## src/rtl/agu_pp_if.sv

```systemverilog
// rtl/agu_pp_if.sv - control/status bundle between the control unit and the ping-pong AGU
interface agu_pp_if #(
    parameter int ADDR_W = 10,
    parameter int ITER_W = 8
);
    logic              start;
    logic [ITER_W-1:0] max_iter;
    logic              read_enable_cu;
    logic              write_enable_cu;
    logic              pre_rollover_phase_counter;
    logic              rollover_phase_counter;
    logic              changed;
    logic [ADDR_W-1:0] read_address;
    logic [ADDR_W-1:0] write_address;
    logic              read_bank;
    logic              write_bank;
    logic              iteration_done;
    logic [ITER_W-1:0] iteration_count;
    logic              busy;
    logic              done;
    logic              converged;

    modport slave (
        input  start, max_iter, read_enable_cu, write_enable_cu,
               pre_rollover_phase_counter, rollover_phase_counter, changed,
        output read_address, write_address, read_bank, write_bank,
               iteration_done, iteration_count, busy, done, converged
    );

    modport master (
        output start, max_iter, read_enable_cu, write_enable_cu,
               pre_rollover_phase_counter, rollover_phase_counter, changed,
        input  read_address, write_address, read_bank, write_bank,
               iteration_done, iteration_count, busy, done, converged
    );
endinterface

```

## src/rtl/agu_pp.sv

```systemverilog
// rtl/agu_pp.sv - ping-pong read/write address generator with iteration and convergence tracking
module agu_pp #(
    parameter int NUM_COLS = 16,
    parameter int ADDR_W   = 10,
    parameter int ITER_W   = 8,
    parameter int PP_EN    = 1
) (
    input  logic      clk,
    input  logic      rst_global,
    agu_pp_if.slave   bus
);
    typedef enum logic [1:0] {S_IDLE, S_RUN, S_DONE} state_t;

    localparam logic [ADDR_W-1:0] LAST_ADDR = ADDR_W'(NUM_COLS - 1);
    localparam logic              PP_BIT    = (PP_EN != 0);

    state_t            state_q, state_d;
    logic [ADDR_W-1:0] rd_addr_q, rd_addr_d;
    logic [ADDR_W-1:0] wr_addr_q, wr_addr_d;
    logic              rd_bank_q, rd_bank_d;
    logic              wr_bank_q, wr_bank_d;
    logic              acc_q, acc_d;
    logic [ITER_W-1:0] cnt_q, cnt_d;
    logic [ITER_W-1:0] max_q, max_d;
    logic              conv_q, conv_d;
    logic              iter_done_q, iter_done_d;

    logic              run;
    logic              rd_en;
    logic              wr_en;
    logic              rd_wrap;
    logic              wr_wrap;
    logic              iter_flag;
    logic [ITER_W-1:0] cnt_inc;

    assign run       = (state_q == S_RUN);
    assign rd_en     = run & (bus.read_enable_cu | bus.pre_rollover_phase_counter);
    assign wr_en     = run & (bus.write_enable_cu | bus.rollover_phase_counter);
    assign rd_wrap   = rd_en & (rd_addr_q == LAST_ADDR);
    assign wr_wrap   = wr_en & (wr_addr_q == LAST_ADDR);
    // A change reported on the wrap cycle itself still belongs to the closing iteration.
    assign iter_flag = acc_q | bus.changed;
    assign cnt_inc   = cnt_q + ITER_W'(1);

    always_comb begin
        state_d     = state_q;
        rd_addr_d   = rd_addr_q;
        wr_addr_d   = wr_addr_q;
        rd_bank_d   = rd_bank_q;
        wr_bank_d   = wr_bank_q;
        acc_d       = acc_q;
        cnt_d       = cnt_q;
        max_d       = max_q;
        conv_d      = conv_q;
        iter_done_d = 1'b0;

        case (state_q)
            S_IDLE, S_DONE: begin
                if (bus.start) begin
                    state_d   = S_RUN;
                    rd_addr_d = '0;
                    wr_addr_d = '0;
                    rd_bank_d = 1'b0;
                    wr_bank_d = PP_BIT;
                    acc_d     = 1'b0;
                    cnt_d     = '0;
                    conv_d    = 1'b0;
                    max_d     = bus.max_iter;
                end
            end
            S_RUN: begin
                if (rd_wrap) begin
                    rd_addr_d = '0;
                    rd_bank_d = PP_BIT & ~rd_bank_q;
                end else if (rd_en) begin
                    rd_addr_d = rd_addr_q + ADDR_W'(1);
                end

                if (wr_wrap) begin
                    wr_addr_d = '0;
                    wr_bank_d = PP_BIT & ~wr_bank_q;
                end else if (wr_en) begin
                    wr_addr_d = wr_addr_q + ADDR_W'(1);
                end

                acc_d = acc_q | bus.changed;
                if (wr_wrap) begin
                    acc_d       = 1'b0;
                    cnt_d       = cnt_inc;
                    iter_done_d = 1'b1;
                    if (!iter_flag) begin
                        conv_d  = 1'b1;
                        state_d = S_DONE;
                    end else if ((max_q != '0) && (cnt_inc == max_q)) begin
                        state_d = S_DONE;
                    end
                end

                // Addresses park at zero for the whole DONE stay.
                if (state_d == S_DONE) begin
                    rd_addr_d = '0;
                    wr_addr_d = '0;
                end
            end
            default: state_d = S_IDLE;
        endcase
    end

    always_ff @(posedge clk) begin
        if (rst_global) begin
            state_q     <= S_IDLE;
            rd_addr_q   <= '0;
            wr_addr_q   <= '0;
            rd_bank_q   <= 1'b0;
            wr_bank_q   <= 1'b0;
            acc_q       <= 1'b0;
            cnt_q       <= '0;
            max_q       <= '0;
            conv_q      <= 1'b0;
            iter_done_q <= 1'b0;
        end else begin
            state_q     <= state_d;
            rd_addr_q   <= rd_addr_d;
            wr_addr_q   <= wr_addr_d;
            rd_bank_q   <= rd_bank_d;
            wr_bank_q   <= wr_bank_d;
            acc_q       <= acc_d;
            cnt_q       <= cnt_d;
            max_q       <= max_d;
            conv_q      <= conv_d;
            iter_done_q <= iter_done_d;
        end
    end

    assign bus.read_address    = rd_addr_q;
    assign bus.write_address   = wr_addr_q;
    assign bus.read_bank       = rd_bank_q;
    assign bus.write_bank      = wr_bank_q;
    assign bus.iteration_done  = iter_done_q;
    assign bus.iteration_count = cnt_q;
    assign bus.busy            = run;
    assign bus.done            = (state_q == S_DONE);
    assign bus.converged       = conv_q;
endmodule

```

## src/flat_wrapper.sv

```systemverilog
// flat-port wrapper written by rule: the top's interface ports become plain ports
module agu_pp_flat 
#(
    parameter int NUM_COLS = 16,
    parameter int ADDR_W   = 10,
    parameter int ITER_W   = 8,
    parameter int PP_EN    = 1
)
  (clk, rst_global, bus_start, bus_max_iter, bus_read_enable_cu, bus_write_enable_cu, bus_pre_rollover_phase_counter, bus_rollover_phase_counter, bus_changed, bus_read_address, bus_write_address, bus_read_bank, bus_write_bank, bus_iteration_done, bus_iteration_count, bus_busy, bus_done, bus_converged);
  agu_pp_if #(.ADDR_W(ADDR_W), .ITER_W(ITER_W)) bus_i ();
  input  logic clk;
  input  logic rst_global;
  input wire logic [$bits(bus_i.start)-1:0] bus_start;
  input wire logic [$bits(bus_i.max_iter)-1:0] bus_max_iter;
  input wire logic [$bits(bus_i.read_enable_cu)-1:0] bus_read_enable_cu;
  input wire logic [$bits(bus_i.write_enable_cu)-1:0] bus_write_enable_cu;
  input wire logic [$bits(bus_i.pre_rollover_phase_counter)-1:0] bus_pre_rollover_phase_counter;
  input wire logic [$bits(bus_i.rollover_phase_counter)-1:0] bus_rollover_phase_counter;
  input wire logic [$bits(bus_i.changed)-1:0] bus_changed;
  output wire logic [$bits(bus_i.read_address)-1:0] bus_read_address;
  output wire logic [$bits(bus_i.write_address)-1:0] bus_write_address;
  output wire logic [$bits(bus_i.read_bank)-1:0] bus_read_bank;
  output wire logic [$bits(bus_i.write_bank)-1:0] bus_write_bank;
  output wire logic [$bits(bus_i.iteration_done)-1:0] bus_iteration_done;
  output wire logic [$bits(bus_i.iteration_count)-1:0] bus_iteration_count;
  output wire logic [$bits(bus_i.busy)-1:0] bus_busy;
  output wire logic [$bits(bus_i.done)-1:0] bus_done;
  output wire logic [$bits(bus_i.converged)-1:0] bus_converged;
  assign bus_i.start = bus_start;
  assign bus_i.max_iter = bus_max_iter;
  assign bus_i.read_enable_cu = bus_read_enable_cu;
  assign bus_i.write_enable_cu = bus_write_enable_cu;
  assign bus_i.pre_rollover_phase_counter = bus_pre_rollover_phase_counter;
  assign bus_i.rollover_phase_counter = bus_rollover_phase_counter;
  assign bus_i.changed = bus_changed;
  assign bus_read_address = bus_i.read_address;
  assign bus_write_address = bus_i.write_address;
  assign bus_read_bank = bus_i.read_bank;
  assign bus_write_bank = bus_i.write_bank;
  assign bus_iteration_done = bus_i.iteration_done;
  assign bus_iteration_count = bus_i.iteration_count;
  assign bus_busy = bus_i.busy;
  assign bus_done = bus_i.done;
  assign bus_converged = bus_i.converged;
  agu_pp #(.NUM_COLS(NUM_COLS), .ADDR_W(ADDR_W), .ITER_W(ITER_W), .PP_EN(PP_EN)) u_core (.clk(clk), .rst_global(rst_global), .bus(bus_i));
endmodule
```

## config.mk

```make
export PLATFORM = sky130hd
export DESIGN_NAME = agu_pp_flat
export DESIGN_NICKNAME = d
export VERILOG_FILES = /design/src/rtl/agu_pp_if.sv /design/src/rtl/agu_pp.sv /design/src/flat_wrapper.sv
export SDC_FILE = /design/constraint.sdc
export NUM_CORES = 1
export LEC_CHECK = 0
export CAP_MARGIN = 0
export CORE_MARGIN = 5
export CORE_UTILIZATION = 46
export DETAILED_ROUTE_END_ITERATION = 6
export HOLD_SLACK_MARGIN = 0.06
export PLACE_DENSITY = 0.75
export SKIP_CTS_REPAIR_TIMING = 1
export SLEW_MARGIN = 5
export SYNTH_ARGS = -nofsm -noshare
export SYNTH_HDL_FRONTEND = slang
export SYNTH_SLANG_ARGS = --single-unit
```

## constraint.sdc

```tcl
create_clock -name clk -period 2.35 [get_ports clk]
set_input_delay 0.235 -clock clk [delete_from_list [all_inputs] [get_ports clk]]
set_output_delay 0.235 -clock clk [all_outputs]
set_load 0.1 [all_outputs]
```

; ---- After elaboration in Yosys (flattened, before gate mapping)
; Cells that the tools add are included.
[totals]
register_bits = 43
in_bits = 16
elab_cells = 78
[classes]
n_addsub = 3
eq_ne = 12
n_mux = 30
bitwise = 10
n_reduce_logical = 13
[ops]
columns = operator, count
row1 = two-way mux 10 bit, 7
row2 = one-hot mux 10 bit (2 select lines), 2
row3 = "adder 10 x 1 -> 10 bit, second input constant", 2
row4 = "equality test 10 x 4 -> 1 bit, second input constant", 2
row5 = two-way mux 8 bit, 2
row6 = one-hot mux 8 bit (2 select lines), 1
row7 = AND reduction 3 bit, 4
row8 = two-way mux 2 bit, 5
row9 = "adder 8 x 1 -> 8 bit, second input constant", 1
row10 = equality test 8 bit, 1
row11 = two-way mux 1 bit, 8
row12 = "!= test 2 bit, second input constant", 4
row13 = "!= test 4 bit, second input constant", 2
row14 = one-hot mux 1 bit (2 select lines), 4
row15 = nonzero test 8 bit, 1
row16 = bitwise AND 1 bit, 4
row17 = "equality test 2 bit, second input constant", 2
row18 = one-hot mux 2 bit (2 select lines), 1
row19 = AND reduction 2 bit, 2
row20 = AND reduction 4 bit, 1
row21 = OR reduction 2 bit, 2
row22 = NOT 1 bit, 3
row23 = OR 1 bit, 3
row24 = "equality test 2 x 1 -> 1 bit, second input constant", 1
row25 = 3 further kinds, 3

; ---- Longest topological paths before layout
[logic_depth]
depth_word = 10
depth_mapped = 9
ltp_nobuf = 8

; ---- Worst setup path before layout
; No wires, ideal clock.
[synth_timing]
path_type = register to register
from = register u_core.cnt_q[1] (netlist: u_core.bus.iteration_count[1])
to = register u_core.rd_addr_q[7] (netlist: u_core.bus.read_address[7])
setup_ps = 67
arrival_ps = 3156
slack_ps = -873
path_stages_with_launch = 10
period_less_slack_ps = 3223
path_cell_list = dfxtp_1 > ha_1 > xor2_1 > a311oi_1 > o2111ai_1 > a2111oi_4 > nor2_2 > buf_6 > or4b_1 > nand3_1
[synth_via]
elab_chain_cells = 10
word_cells_on_any_way = 12
[synth_lines]
columns = element, line
row1 = "start, declared", agu_pp.sv:23  ; logic [ITER_W-1:0] cnt_q, cnt_d;
row2 = "start signal, assigned", agu_pp.sv:128  ; cnt_q <= cnt_d;
row3 = adder 8 x 1 -> 8 bit (*), agu_pp.sv:43  ; assign cnt_inc = cnt_q + ITER_W'(1);
row4 = equality test 8 bit (*), agu_pp.sv:94  ; end else if ((max_q != '0) && (cnt_inc == max_q)) begin
row5 = logical AND 1 bit (*), agu_pp.sv:94
row6 = two-way mux 2 bit (*), agu_pp.sv:94
row7 = two-way mux 2 bit (*), agu_pp.sv:91  ; if (!iter_flag) begin
row8 = two-way mux 2 bit (*), agu_pp.sv:87  ; if (wr_wrap) begin
row9 = two-way mux 2 bit (*), agu_pp.sv:57  ; case (state_q)
row10 = equality test 2 bit (*), agu_pp.sv:100  ; if (state_d == S_DONE) begin
row11 = != test 4 bit (no line) or two-way mux 10 bit (tied branches), n/a
row12 = AND reduction 3 bit (no line) or one-hot mux 10 bit (2 select lines) (tied branches), n/a
row13 = "end signal, assigned", agu_pp.sv:123  ; rd_addr_q <= rd_addr_d;
row14 = "end, declared", agu_pp.sv:18  ; logic [ADDR_W-1:0] rd_addr_q, rd_addr_d;
; Mark *: on every way between the ends. The rest lies on a longest branch, timed or not. The select of a mux whose other input is x is not followed.
; A chain may end at the register's enable or synchronous reset.

; ---- Worst setup path in the final report
[layout_timing]
from = register u_core.cnt_q[0] (netlist: u_core.bus.iteration_count[0])
to = register u_core.rd_addr_q[4] (netlist: u_core.bus.read_address[4])
; Same word-level chain as after synthesis.

==> load_flow_metrics.sql <==
INSERT INTO impl_metrics (metric_group, metric, value, unit) VALUES
('sta', 'timing.final.crit_period', '2380', 'ps'),
('status', 'result_of_the_run', 'finished with violations', ''),
('clock_network', 'htree_num_levels', '2', ''),
('placed_design', 'placement.cell_area', '0.00313', 'mm²'),
('synth', 'async_reset_ff_frac', '0', ''),
('placed_design', 'gp_congestion', '0.866', ''),
('route', 'drt-total-wl', '6.98', 'mm'),
('sta', 'tightest_slew', '545', 'ps'),
('sta', 'slew_viol_final', '0', ''),
('route', 'num_vias', '2594', ''),
('synth', 'yosys_warnings', '0', ''),
('layout', 'synthToLayoutAreaGrowth', '39.3', '%'),
('power', 'p_leak', '1.31', 'nW'),
('critical_path', 'worst_ep_arrival_time', '2560', 'ps'),
('clock_network', 'cts.reportedPaths.clkPinSlew', '80', 'ps'),
('clock_network', 'clkSinkCount', '43', ''),
('min_path', 'hold_class', 'reg2reg', ''),
('clock_network', 'clock_latency_late_sink', '300', 'ps'),
('sta', 'setup_slack', '-33.0', 'ps'),
('critical_path', 'reg2reg_setup_slack', '-30', 'ps'),
('critical_path', 'worst_ep_required_time', '2520', 'ps'),
('synth', 'synth_edf_count', '0', ''),
('global_routing', 'pin_count_of_the_biggest_net_entering_global_routing', '40', ''),
('synth', 'post_synth_instance_area', '0.00239', 'mm²'),
('sta', 'timing.max_slew.rel_slack', '0.634', ''),
('sta', 'finalClockSkew', '5.87', 'ps'),
('placed_design', 'port-buffer-count', '49', ''),
('global_routing', 'grt_overflow', '0', ''),
('synth', 'synth.avg_cell_area', '7.67', 'µm²'),
('synth', 'yosysSeqAreaShare', '0.360', ''),
('route', 'drtAntennaViolNets', '0', ''),
('critical_path', 'timing.rr.end', 'u_core.bus.read_address[4]', ''),
('synth', 'post_synth_inst_count', '312', ''),
('floorplanning', 'start_util', '0.472', ''),
('global_routing', 'global_route_wire_length_before_repair', '11.6', 'mm'),
('min_path', 'worst_hold_path.num_cells', '2', ''),
('clock_network', 'clk_root_buffer_cell', 'clkbuf_8', ''),
('critical_path', 'r2r-start', 'u_core.bus.iteration_count[0]', ''),
('sta', 'setup_viol_count_final', '5', ''),
('global_routing', 'antenna_violations_before_repair', '0', ''),
('layout', 'final_cell_area', '0.00333', 'mm²'),
('floorplanning', 'num_rows', '26', ''),
('power', 'power-per-cell-area', '474', 'mW/mm²'),
('critical_path', 'critical_path_peak_fanout', '6', ''),
('flow_run', 'maxCapViolCount', '0', ''),
('layout', 'final_net_count', '407', ''),
('power', 'maximum_ir_drop_on_the_vdd_rail', '0.000340', 'V'),
('floorplanning', 'die_width', '82.1', 'µm'),
('critical_path', 'crit_path_start_kind', 'flop', ''),
('placed_design', 'dp_hpwl', '4.96', 'mm'),
('route', 'firstDrtPassIters', '5', ''),
('synth', 'synth_seq_cells', '43', ''),
('layout', 'layout_cell_share_with_drive_strength_beyond_1', '0.306', ''),
('critical_path', 'ff2ff_path_depth', '10', ''),
('sta', 'timing.final.crit_share', '1.01', ''),
('layout', 'n_antenna_cell', '0', ''),
('floorplanning', 'core_region_area', '0.00507', 'mm²'),
('route', 'avgRoutedWirePerCell', '15.2', 'µm'),
('sta', 'fmax', '420', 'MHz'),
('clock_network', 'clock_tree.buffer_depth', '2', ''),
('layout', 'fill_cells', '446', ''),
('status', 'failed_checks', 'setup timing', ''),
('global_routing', 'track_usage', '0.217', ''),
('route', 'drc_errors', '0', ''),
('sta', 'fin_setup_tns', '-136', 'ps'),
('synth', 'synthesis.nets', '331', ''),
('floorplanning', 'die_height', '82.1', 'µm'),
('critical_path', 'critPathCaptureType', 'flop', ''),
('min_path', 'min-delay-start', 'u_core.bus.read_bank', ''),
('floorplanning', 'floorplan.die_area', '0.00675', 'mm²'),
('clock_network', 'cts_tree', 'done', ''),
('route', 'dr.first_iter.drc_count', '139', ''),
('synth', 'synth-main-ff-cell', 'dfxtp_1', ''),
('floorplanning', 'io_pins', '50', ''),
('clock_network', 'tritoncts.num_buffers', '5', ''),
('synth', 'ys_types', '51', ''),
('critical_path', 'worstSetupPathType', 'reg2reg', ''),
('sta', 'grt_setup_unrepaired', 'yes', ''),
('sta', 'hold_viol', '0', ''),
('min_path', 'worst_hold_path.endpoint', 'u_core.bus.read_bank', ''),
('global_routing', 'number_of_global_route_vias_before_repair', '2458', ''),
('critical_path', 'timing.critical_path.from', 'u_core.bus.iteration_count[0]', ''),
('route', 'route.detailed.vias_per_inst', '5.65', '');
==> per-stage QoR <==
stage / hold slack (ps) / worst slack, ps / power (mW) / cells / utilization
6_report: 489 / -33.0 / 1.58 / 459 / 0.657
5_1_grt: 490 / -192 / 1.65 / 459 / 0.657
4_1_cts: 483 / -73.3 / 1.58 / 456 / 0.639
3_5_place_dp: 477 / -51.9 / 1.02 / 448 / 0.617
3_3_place_gp: 466 / -16.7 / 1.02 / 448 / 0.617
2_1_floorplan: 371 / -217 / 0.926 / 312 / -
==> worst max-delay path by stage <==
stage                            endpoint  slack, ps  depth (start not counted)
3_5_place_dp   u_core.bus.read_address[7]        -50                          8
2_1_floorplan  u_core.bus.read_address[7]       -220                          9
3_3_place_gp   u_core.bus.read_address[5]        -20                          8
6_report       u_core.bus.read_address[4]        -30                         10
5_1_grt        u_core.bus.read_address[5]       -190                          8
4_1_cts        u_core.bus.read_address[7]        -70                          8
==> power breakdown <==
part,internal [mW],switching [mW]
Combinational,0.0969,0.164
Sequential,0.735,0.0188
Clock,0.301,0.263
==> Yosys cell counts, drive strengths merged (2+ instances only) <==
cell | number | area (µm²)
a32oi | 2 | 17.5
xor2 | 2 | 17.5
o311ai | 3 | 33.8
nand3 | 23 | 115
or3 | 4 | 25.0
xnor2 | 7 | 61.3
nor4 | 6 | 37.5
a2111oi | 2 | 42.5
nand2b | 6 | 37.5
nor3 | 8 | 40.0
and4 | 2 | 17.5
nor2 | 38 | 148
nand2 | 35 | 131
clkbuf | 6 | 23.8
or4b | 4 | 40.0
and3 | 12 | 75.1
nand3b | 4 | 30.0
nor3b | 5 | 37.5
a31oi | 3 | 18.8
o21ai | 19 | 95.1
inv | 5 | 18.8
a21oi | 35 | 175
o2111ai | 2 | 17.5
buf | 7 | 40.0
nor2b | 2 | 12.5
and2 | 4 | 25.0
o211ai | 4 | 30.0
dfxtp | 43 | 861
a311oi | 2 | 17.5
ha | 3 | 37.5
==> cell usage in the layout, fill, tap and decap left out, drive strengths merged, types with 4 or more instances in the layout <==
master and n:
a21oi 35, and2 4, and3 12, buf 67, clkbuf 7, clkdlybuf4s50 15, dfxtp 43, inv 5
nand2 35, nand2b 6, nand3 23, nand3b 4, nor2 38, nor3 8, nor3b 5, nor4 6
o211ai 4, o21ai 19, or3 4, or4b 4, xnor2 7
==> sequential cells by signal, summed over array words and instances (netlist names) <==
signal,count
u_core.bus.read_address,10
u_core.bus.write_address,10
u_core.bus.iteration_count,8
u_core.max_q,8
u_core.state_q,2
u_core.acc_q,1
u_core.bus.converged,1
u_core.bus.iteration_done,1
u_core.bus.read_bank,1
u_core.bus.write_bank,1
==> critical path: stages (launching register included) <==
cell and delay, ps:
dfxtp_4 360, ha_4 230, xor2_1 150, a311oi_2 270
o2111ai_2 170, a2111oi_4 470, buf_4 200, nor4b_2 40
buf_4 160, o21ai_1 100, o32ai_1 120
==> area by class of cell <==
| type | instances | area [µm²] | area share |
|---|---|---|---|
| clock buffer | 7 | 108 | 0.0323 |
| timing repair buffer | 82 | 653 | 0.196 |
| sequential | 43 | 915 | 0.274 |
| tap | 70 | 87.6 | 0.0263 |
| inverter | 6 | 27.5 | 0.00826 |
| clock inverter | 1 | 5.00 | 0.00150 |
| multi-input combinational | 250 | 1540 | 0.461 |
==> layer usage <==
layer	global-route usage	routed length (µm)	vias up
met2	0.358	3330	92
met4	0.0748	121	0
met1	0.283	3080	1203
met3	0.0423	447	10
li1	-	-	1289
met5	0	0	-
==> kinds of logic (layout without fill, tap and decap cells) <==
family / count (synthesis) / count (layout) / synth area share
buffers and inverters: 19 / 96 / 0.0361
and+or+nand+nor: 160 / 160 / 0.347
AOI/OAI and AO/OA: 78 / 78 / 0.209
adders and majority gates: 3 / 3 / 0.0157
DFF: 43 / 43 / 0.360
xor gates and xnor gates: 9 / 9 / 0.0329
(Power assumes the default switching activity.)
